**src/rtl/clic_pkg.sv**
```systemverilog
// Shared CLIC arbitration types: arbiter FSM state encoding and the (mode, level)
// priority key compare used by the winner tree and the preemption check.
package clic_pkg;

  typedef enum logic [1:0] {
    ST_IDLE  = 2'd0,
    ST_OFFER = 2'd1,
    ST_KILL  = 2'd2
  } arb_state_e;

  localparam int unsigned KeyWidth = 32;

  // Key layout is {mode, level} zero-extended, so mode dominates and level breaks ties.
  typedef logic [KeyWidth-1:0] prio_key_t;

  function automatic logic prio_gt(input prio_key_t a, input prio_key_t b);
    return a > b;
  endfunction

endpackage

```
**src/rtl/clic_arb_tree.sv**
```systemverilog
// Combinational winner search over N_TGT requesters as a binary max-tree.
// Equal keys prefer pref_i set, then the lower index.
module clic_arb_tree
  import clic_pkg::*;
#(
  parameter  int unsigned N_TGT    = 2,
  localparam int unsigned TgtWidth = $clog2(N_TGT)
) (
  input  logic      [N_TGT-1:0]    valid_i,
  input  prio_key_t [N_TGT-1:0]    key_i,
  input  logic      [N_TGT-1:0]    pref_i,
  output logic                     any_valid_o,
  output logic      [TgtWidth-1:0] win_idx_o
);

  localparam int unsigned Leaves = 1 << TgtWidth;

  // Heap layout: node 1 is the root, leaves occupy Leaves..2*Leaves-1.
  logic                node_v [1:2*Leaves-1];
  prio_key_t           node_k [1:2*Leaves-1];
  logic                node_p [1:2*Leaves-1];
  logic [TgtWidth-1:0] node_i [1:2*Leaves-1];

  always_comb begin
    for (int n = 1; n < 2*Leaves; n++) begin
      node_v[n] = 1'b0;
      node_k[n] = '0;
      node_p[n] = 1'b0;
      node_i[n] = '0;
    end
    for (int l = 0; l < Leaves; l++) begin
      node_i[Leaves+l] = TgtWidth'(l);
      if (l < N_TGT) begin
        node_v[Leaves+l] = valid_i[l];
        node_k[Leaves+l] = key_i[l];
        node_p[Leaves+l] = pref_i[l];
      end
    end
    for (int n = Leaves-1; n >= 1; n--) begin
      if (node_v[2*n+1] &&
          (!node_v[2*n] ||
           prio_gt(node_k[2*n+1], node_k[2*n]) ||
           ((node_k[2*n+1] == node_k[2*n]) && node_p[2*n+1] && !node_p[2*n]))) begin
        node_v[n] = node_v[2*n+1];
        node_k[n] = node_k[2*n+1];
        node_p[n] = node_p[2*n+1];
        node_i[n] = node_i[2*n+1];
      end else begin
        node_v[n] = node_v[2*n];
        node_k[n] = node_k[2*n];
        node_p[n] = node_p[2*n];
        node_i[n] = node_i[2*n];
      end
    end
    any_valid_o = node_v[1];
    win_idx_o   = node_i[1];
  end

endmodule

```
**src/rtl/clic_target_arb.sv**
```systemverilog
// Arbitrates N_TGT CLIC target requests onto one core IRQ port with preemption via kill.
// Define CLIC_TARGET_ARB_RR_EN for round-robin tie-break; otherwise the lowest index wins ties.
//
// state    | meaning
// ST_IDLE  | no offer; winner of the current requests is latched next edge
// ST_OFFER | latched irq presented to the core, waiting for ready
// ST_KILL  | offer still presented, kill requested from the core, waiting for ack or ready
module clic_target_arb
  import clic_pkg::*;
#(
  parameter  int unsigned N_TGT     = 2,
  parameter  int unsigned N_SOURCE  = 256,
  parameter  int unsigned PrioWidth = 8,
  parameter  int unsigned ModeWidth = 2,
  localparam int unsigned SrcWidth  = $clog2(N_SOURCE),
  localparam int unsigned TgtWidth  = $clog2(N_TGT)
) (
  input  logic                                clk_i,
  input  logic                                rst_i,
  input  logic [N_TGT-1:0]                    tgt_valid_i,
  input  logic [N_TGT-1:0][SrcWidth-1:0]      tgt_id_i,
  input  logic [N_TGT-1:0][PrioWidth-1:0]     tgt_max_i,
  input  logic [N_TGT-1:0][ModeWidth-1:0]     tgt_mode_i,
  output logic [N_TGT-1:0]                    tgt_ready_o,
  input  logic [N_TGT-1:0]                    tgt_kill_req_i,
  output logic [N_TGT-1:0]                    tgt_kill_ack_o,
  output logic                                irq_valid_o,
  input  logic                                irq_ready_i,
  output logic [SrcWidth-1:0]                 irq_id_o,
  output logic [PrioWidth-1:0]                irq_max_o,
  output logic [ModeWidth-1:0]                irq_mode_o,
  output logic [TgtWidth-1:0]                 irq_tgt_o,
  output logic                                irq_kill_req_o,
  input  logic                                irq_kill_ack_i
);

  arb_state_e          state_q;
  prio_key_t [N_TGT-1:0] tgt_key;
  prio_key_t           cur_key;
  logic [N_TGT-1:0]    pref;
  logic                any_valid;
  logic [TgtWidth-1:0] win_idx;
  logic                preempt;
  logic                g_valid;
  logic                g_kill;
  logic                hs;
  logic                ready_grant;
  logic                kack_grant;

  always_comb begin
    for (int t = 0; t < N_TGT; t++) begin
      tgt_key[t] = prio_key_t'({tgt_mode_i[t], tgt_max_i[t]});
    end
  end

  assign cur_key = prio_key_t'({irq_mode_o, irq_max_o});

`ifdef CLIC_TARGET_ARB_RR_EN
  logic [TgtWidth-1:0] rr_ptr_q;

  always_comb begin
    for (int t = 0; t < N_TGT; t++) begin
      pref[t] = (TgtWidth'(t) >= rr_ptr_q);
    end
  end

  // Pointer moves past the granted target only when the core actually takes the irq.
  always_ff @(posedge clk_i) begin
    if (rst_i) begin
      rr_ptr_q <= '0;
    end else if (hs) begin
      rr_ptr_q <= (irq_tgt_o == TgtWidth'(N_TGT-1)) ? '0 : irq_tgt_o + 1'b1;
    end
  end
`else
  assign pref = '0;
`endif

  clic_arb_tree #(
    .N_TGT (N_TGT)
  ) u_tree (
    .valid_i     (tgt_valid_i),
    .key_i       (tgt_key),
    .pref_i      (pref),
    .any_valid_o (any_valid),
    .win_idx_o   (win_idx)
  );

  // Only a strictly higher competitor preempts; an equal one waits for the next round.
  always_comb begin
    preempt = 1'b0;
    for (int t = 0; t < N_TGT; t++) begin
      if ((TgtWidth'(t) != irq_tgt_o) && tgt_valid_i[t] && prio_gt(tgt_key[t], cur_key)) begin
        preempt = 1'b1;
      end
    end
  end

  assign g_valid     = tgt_valid_i[irq_tgt_o];
  assign g_kill      = tgt_kill_req_i[irq_tgt_o];
  assign hs          = irq_valid_o & irq_ready_i;
  assign ready_grant = hs & ((state_q == ST_OFFER) | ((state_q == ST_KILL) & g_valid));
  assign kack_grant  = (state_q == ST_KILL) & irq_kill_req_o & irq_kill_ack_i & ~irq_ready_i & g_kill;

  assign tgt_ready_o    = (ready_grant & ~rst_i) ? (N_TGT'(1) << irq_tgt_o) : '0;
  assign tgt_kill_ack_o = (kack_grant  & ~rst_i) ? (N_TGT'(1) << irq_tgt_o) : '0;

  always_ff @(posedge clk_i) begin
    if (rst_i) begin
      state_q        <= ST_IDLE;
      irq_valid_o    <= 1'b0;
      irq_kill_req_o <= 1'b0;
      irq_id_o       <= '0;
      irq_max_o      <= '0;
      irq_mode_o     <= '0;
      irq_tgt_o      <= '0;
    end else begin
      case (state_q)
        ST_IDLE: begin
          if (any_valid) begin
            state_q     <= ST_OFFER;
            irq_valid_o <= 1'b1;
            irq_tgt_o   <= win_idx;
            irq_id_o    <= tgt_id_i[win_idx];
            irq_max_o   <= tgt_max_i[win_idx];
            irq_mode_o  <= tgt_mode_i[win_idx];
          end
        end
        ST_OFFER: begin
          if (hs || !g_valid) begin
            state_q     <= ST_IDLE;
            irq_valid_o <= 1'b0;
          end else if (g_kill || preempt) begin
            state_q        <= ST_KILL;
            irq_kill_req_o <= 1'b1;
          end
        end
        ST_KILL: begin
          if (hs || irq_kill_ack_i) begin
            state_q        <= ST_IDLE;
            irq_valid_o    <= 1'b0;
            irq_kill_req_o <= 1'b0;
          end
        end
        default: begin
          state_q        <= ST_IDLE;
          irq_valid_o    <= 1'b0;
          irq_kill_req_o <= 1'b0;
        end
      endcase
    end
  end

endmodule

```
**config.mk**
```make
export PLATFORM = sky130hd
export DESIGN_NAME = clic_target_arb
export DESIGN_NICKNAME = d
export VERILOG_FILES = /design/src/rtl/clic_pkg.sv /design/src/rtl/clic_arb_tree.sv /design/src/rtl/clic_target_arb.sv
export SDC_FILE = /design/constraint.sdc
export NUM_CORES = 1
export LEC_CHECK = 0
export CAP_MARGIN = 5
export CELL_PAD_IN_SITES_DETAIL_PLACEMENT = 2
export CELL_PAD_IN_SITES_GLOBAL_PLACEMENT = 2
export CORE_ASPECT_RATIO = 1.1
export CORE_MARGIN = 3
export CORE_UTILIZATION = 25
export CTS_CLUSTER_DIAMETER = 150
export DETAILED_ROUTE_END_ITERATION = 7
export GPL_TIMING_DRIVEN = 0
export PLACE_DENSITY_LB_ADDON = 0.1
export RECOVER_POWER = 50
export SETUP_SLACK_MARGIN = 0.4
export SLEW_MARGIN = 5
export SYNTH_ARGS = -nofsm -noshare
export SYNTH_HDL_FRONTEND = slang
export SYNTH_HIERARCHICAL = 1
export SYNTH_SLANG_ARGS = --single-unit
export TNS_END_PERCENT = 5
```
**constraint.sdc**
```tcl
create_clock -name clk_i -period 2.3 [get_ports clk_i]
set_input_delay 0.575 -clock clk_i [delete_from_list [all_inputs] [get_ports clk_i]]
set_output_delay 0.575 -clock clk_i [all_outputs]
set_load 0.05 [all_outputs]
```
---- Word level (Yosys, flattened, before mapping) ----
Cells that the tools add are included.
storage, ports and cells
  bits in registers ....................... 23
  bits in latches ......................... 0
  RAM bits ................................ 0
  memory bits (read-only) ................. 0
  output and inout port bits .............. 25
  word-level logic and storage cells ...... 79
  memories kept ........................... 0
cells by class
  add/sub/neg operators ................... 0
  multiply operators ...................... 0
  div/mod/pow operators ................... 0
  order comparisons ....................... 5
  equality and inequality tests ........... 8
  shifts and indexed selects .............. 1
  multiplexer cells ....................... 28
  bitwise gates (word level) .............. 14
  reductions and logical operators ........ 16
operators by type and width
  kind                   number
  $mux W8                4
  $gt A10 B10 Y1         3
  $mux W2                8
  $mux W1                13
  $and A1 B1 Y1          9
  $ne A2 B1 Y1 const B   3
  $pmux W1 S3            2
  $pmux W2 S3            1
  $reduce_and A3 Y1      2
  $logic_and A1 B1 Y1    5
  $logic_or A1 B1 Y1     4
  $lt A1 B2 Y1 const B   2
  $ne A2 B2 Y1 const B   2
  $not A1 Y1             4
  $reduce_and A4 Y1      1
  $ne A3 B1 Y1 const B   1
  $eq A2 B1 Y1 const B   1
  $eq A2 B2 Y1 const B   1
  $logic_not A1 Y1       2
  $logic_not A2 Y1       1
  $reduce_and A2 Y1      1
  $shl A1 B1 Y2 const A  1
  $or A1 B1 Y1           1

---- Logic depth before layout (Yosys ltp) ----
  depth in word-level cells ............... 8
  mapped depth ............................ 11
  mapped depth without buffers ............ 9

---- Modules after synthesis ----
Netlist, hierarchy kept.
modules (own cells, without submodules)
  module           times used  cells each  area an instance (um2)  seq. area each (um2)
  clic_target_arb  1           188         1631.6                  460.4
  clic_arb_tree    1           116         853.3                   0.0

---- Worst setup path after synthesis ----
Ideal clock, no wire load.
  kind .................................... flip-flop to output port
  start ................................... register irq_tgt_o
  end ..................................... output tgt_ready_o[0]
  data arrival time ....................... 2.671 ns
  data required time ...................... 1.725 ns
  path slack .............................. -0.946 ns
  cell stages (with the launch flop) ...... 6
  buffers on the path ..................... 1
  cell sequence ........................... dfxtp_1 -> buf_6 -> mux2_2 -> nor2b_1 -> a21oi_1 -> nor4_1
between the ends
  longest elaborated chain between the ends .. 7
  elaborated cells between the ends (all ways) .. 8
  classes of those cells .................. 1 x shift; 3 x mux; 4 x bitwise
ends and longest elaborated chain
  what                                         line                    RTL
  start, declared                              clic_target_arb.sv:32   output logic [TgtWidth-1:0] irq_tgt_o,
  start signal, assigned                       clic_target_arb.sv:123  irq_tgt_o <= win_idx;
  $mux W1 (implied by the code) (2 in series)  clic_target_arb.sv:99   assign g_valid = tgt_valid_i[irq_tgt_o];
  $and A1 B1 Y1                                clic_target_arb.sv:102  assign ready_grant = hs & ((state_q == ST_OFFER) | ((state_q == ST_KILL) & g_valid));
  $or A1 B1 Y1                                 clic_target_arb.sv:102
  $and A1 B1 Y1                                clic_target_arb.sv:102
  $and A1 B1 Y1                                clic_target_arb.sv:105  assign tgt_ready_o = (ready_grant & ~rst_i) ? (N_TGT'(1) << irq_tgt_o) : '0;
  $mux W2 *                                    clic_target_arb.sv:105
  end, declared                                clic_target_arb.sv:24   output logic [N_TGT-1:0] tgt_ready_o,
Every way passes the cells marked *; elsewhere a longest branch is shown, timed or not. The select of a mux whose other input is x is not followed.

---- Worst setup path after layout ----
  start ................................... input tgt_max_i[0] (netlist bit)
  end ..................................... register irq_mode_o[1]
between the ends
  longest elaborated chain between the ends .. 6
  elaborated cells between the ends (all ways) .. 8
  classes of those cells .................. 1 x order compare; 4 x mux; 3 x reduce/logical
ends and longest elaborated chain
  what                                         line                    RTL
  start, declared                              clic_target_arb.sv:22   input logic [N_TGT-1:0][PrioWidth-1:0] tgt_max_i,
  $gt A10 B10 Y1                               clic_pkg.sv:17          return a > b;
  $logic_or A1 B1 Y1                           clic_arb_tree.sv:41     (!node_v[2*n] ||
  $logic_and A1 B1 Y1                          clic_arb_tree.sv:40     if (node_v[2*n+1] &&
  $mux W1                                      clic_arb_tree.sv:40
  net win_idx                                  clic_target_arb.sv:42   logic [TgtWidth-1:0] win_idx;
  $mux W2 (implied by the code) (2 in series)  clic_target_arb.sv:126  irq_mode_o <= tgt_mode_i[win_idx];
  end signal, assigned                         clic_target_arb.sv:126
  end, declared                                clic_target_arb.sv:31   output logic [ModeWidth-1:0] irq_mode_o,
The timed path passes the listed nets, and every way through them passes these cells. The select of a mux whose other input is x is not followed.
A chain may end at the register's enable or synchronous reset.

==> summary.txt <==
Placement
  – Placer Congestion: 0.7530
  – DP Area: 0.003561 sq mm
  – Place WS: -1.063 ns
  – Buffers on Ports: 67
  – DP Wirelength: 6821 um

Yosys
  – Synth Instances: 304
  – Mapped cell area: 0.002485 sq mm
  – Avg Inst Size Synth: 8.174 sq um
  – Post-synthesis sequential element count: 23
  – Sequential fraction of the synthesis area: 0.1853
  – Area leader, netlist: ha_1
  – Yosys warnings: 6
  – Distinct cell type count after synthesis: 49
  – Top FF cell, synth: dfxtp_1
  – Ys async rst share: 0
  – Synth area leaders: ha_1 26%, dfxtp_1 19%, inv_1 8.0%
  – Post-synth EDFFs: 0
  – Share of the synthesized area in the top cell type: 0.2618

STA
  – Fin. Hold Viols: 0
  – Final min period: 2.370 ns
  – Final setup TNS: -0.06993 ns
  – Unrepaired setup endpoints after global routing: yes
  – Worst slew pin tran: 0.6494 ns
  – Hold_ws: 0.5068 ns
  – Endpoints failing setup: 1
  – Relative slew slack: 0.5671
  – Final setup margin: -0.06993 ns
  – Slew Limit Fails: 0
  – Fmax: 422.0 MHz
  – Period utilization: 1.030
  – Clock skew: 0.001905 ns

Setup path
  – Setup CP Type: in2reg
  – CP cell instances: clkdlybuf4s15_1 > ha_1 > nand4_1 > buf_4 > o41ai_2 > a21oi_1 > buf_6 > buf_6 > buf_6 > mux2i_2 > a211oi_2
  – Bufs and invs on worst path: 5
  – Crit path largest cell delay: 0.32 ns
  – Crit start category: input port
  – Crit path top cell by count: buf_6
  – CP required: 2.44 ns
  – Worst-path fanout max: 4
  – CP max-delay cell: ha_1
  – Delay-heaviest family, CP: buffers and inverters
  – Data arrival, critical path: 2.51 ns
  – CP endpoint kind: flip-flop
  – FF-to-FF setup slack: 0.36 ns

Die
  – Die width: 101.1 um
  – Initial Util: 0.2606
  – Core Rows: 37
  – Full die area: 0.01117 sq mm
  – I/O pin count: 69
  – Core area: 0.009537 sq mm
  – Die span in y: 110.6 um

Global route
  – GRT overflow: 0
  – Number of global-route vias before repair: 3019
  – Tot GR Track Use: 0.1639
  – Largest net degree at the start of global routing: 14
  – Antenna violations before repair: 0
  – First-pass GRT wire length: 14930 um

Drt
  – Vias/cell: 4.817
  – Initial DRC count: 56
  – Final ANT Viol Nets: 0
  – Wirelength, routed: 8912 um
  – Routed vias: 2630
  – WL per Instance: 16.32 um
  – Number of detailed-route iterations in the first pass: 4
  – DRC Markers: 0

Run status
  – Status: finished with violations
  – Violated checks: setup timing

CTS
  – CTS tree: done
  – Clk sinks: 23
  – H-Tree Depth: 1
  – Worst skew pair latency: 0.27 ns
  – Hold Buf Count CTS: 0
  – CTS root buf: clkbuf_8
  – Clk pin slew, worst setup/hold paths: 0.10 ns
  – Max clock buf depth: 2
  – CTS buffer count: 3

Power and ir drop
  – Leak: 1.800 nW
  – Power Dens Cells: 441.1 mW/mm^2
  – Maximum vdd ir drop: 286.0 uV

Layout
  – Antenna diodes: 0
  – Area growth syn-to-layout: 57.00%
  – Post-route cell area: 0.003901 sq mm
  – Core Util, Final: 0.4091
  – Nets@finish: 526
  – Layout cells sized above 1: 0.2121

Worst hold path
  – HP Class: reg2reg

Run
  – Maxcap violations: 0
[through the flow]
step                power [mW]  instances
floorplan                1.061        349
global placement         1.348        533
detailed placement       1.368        533
CTS                      1.695        546
global route             1.862        546
finish                   1.721        546
[synthesized netlist by cell type (2+ instances only)]
cell type and instances:
nand4_1 9, o21ai_0 8, nand2b_1 3, nor2b_1 3
mux2i_1 19, buf_4 2, nor2_1 23, a21oi_1 18
ha_1 52, o311ai_0 2, a21o_1 6, a211oi_2 2
dfxtp_1 23, clkbuf_1 4, and3_1 2, nor4_1 6
a211oi_1 22, nand3_1 4, buf_2 3, inv_1 53
a31oi_1 2, nand2_1 11
[metal layers]
layer / part of all wire / routed length, um / vias to the layer above / global-route usage
li1: - / - / 1300 / -
met1: 0.45 / 4017 / 1287 / 0.2133
met2: 0.52 / 4630 / 41 / 0.2958
met3: 0.026 / 234 / 2 / 0.02211
met4: 0.0033 / 29 / 0 / 0.01064
met5: 0 / 0 / - / 0
[sequential cells by signal (all words and copies together), names as in the netlist]
register / flops
irq_max_o: 8
irq_mode_o: 2
irq_kill_req_o: 1
irq_tgt_o: 1
irq_id_o: 8
irq_valid_o: 1
state_q: 2
[cell type report]
class                      count  area (sq um)
buffer                        10         80.08
clock buffer                   3         41.29
clock inverter                 1         5.005
fill                        1101          5635
inverter                      53         203.9
multi-input combinational    263          2213
sequential                    23         460.4
tap                          117         146.4
timing repair buffer          76         750.7
[final timing paths]
kind / start / endpoint / cells past startpoint
setup / recovery: tgt_max_i[0] / irq_mode_o[1] / 11
hold / removal: irq_id_o[0] / irq_id_o[0] / 2
setup reg to reg: irq_mode_o[0] / state_q[1] / 7
hold reg to reg: irq_id_o[0] / irq_id_o[0] / 2
[placed cells by master, fill, tap and decap left out, types with 3 or more instances in the layout]
| master | count |
|---|---|
| inv_1 | 46 |
| mux2i_1 | 16 |
| a211oi_1 | 19 |
| clkbuf_8 | 3 |
| buf_8 | 4 |
| clkdlybuf4s15_2 | 4 |
| buf_2 | 9 |
| nand3_1 | 4 |
| nor4_4 | 4 |
| a211oi_2 | 5 |
| conb_1 | 46 |
| o21ai_0 | 7 |
| nor2_1 | 23 |
| nand2_1 | 10 |
| buf_6 | 13 |
| ha_4 | 11 |
| dlygate4sd2_1 | 23 |
| buf_12 | 3 |
| buf_4 | 6 |
| inv_2 | 5 |
| dfxtp_1 | 23 |
| ha_1 | 41 |
| clkdlybuf4s50_1 | 16 |
| mux2i_2 | 3 |
| a21o_1 | 6 |
| clkbuf_1 | 4 |
| nand4_1 | 9 |
| a21oi_1 | 16 |
[report_power, final]
group	switching, mW	total (mW)	internal [mW]
clock network	0.153	0.274	0.121
registers	0.0451	0.494	0.449
logic	0.569	0.953	0.384
total	0.767	1.72	0.954
[tightest hold or removal path: stages, from the launching register on]
cell and delay (ns):
dfxtp_1 0.32, nor2_1 0.10, a211oi_1 0.05
[cell families after synthesis]
logic type,count (synthesis),share of synthesized area
AOI/OAI and AO/OA,73,0.2085
and+or+nand+nor,71,0.1501
buffers and inverters,63,0.1027
adders and majority gates,52,0.2618
DFF,23,0.1853
muxes,21,0.09013
other,1,0.001509
[timing repair]
item	CTS	global route
pin swaps	33	11
setup buffers	8	0
setup endpoints to repair	47	27
resized for setup	195	14
cloned	1	0
No activity file was read; power rests on OpenSTA's default activity.
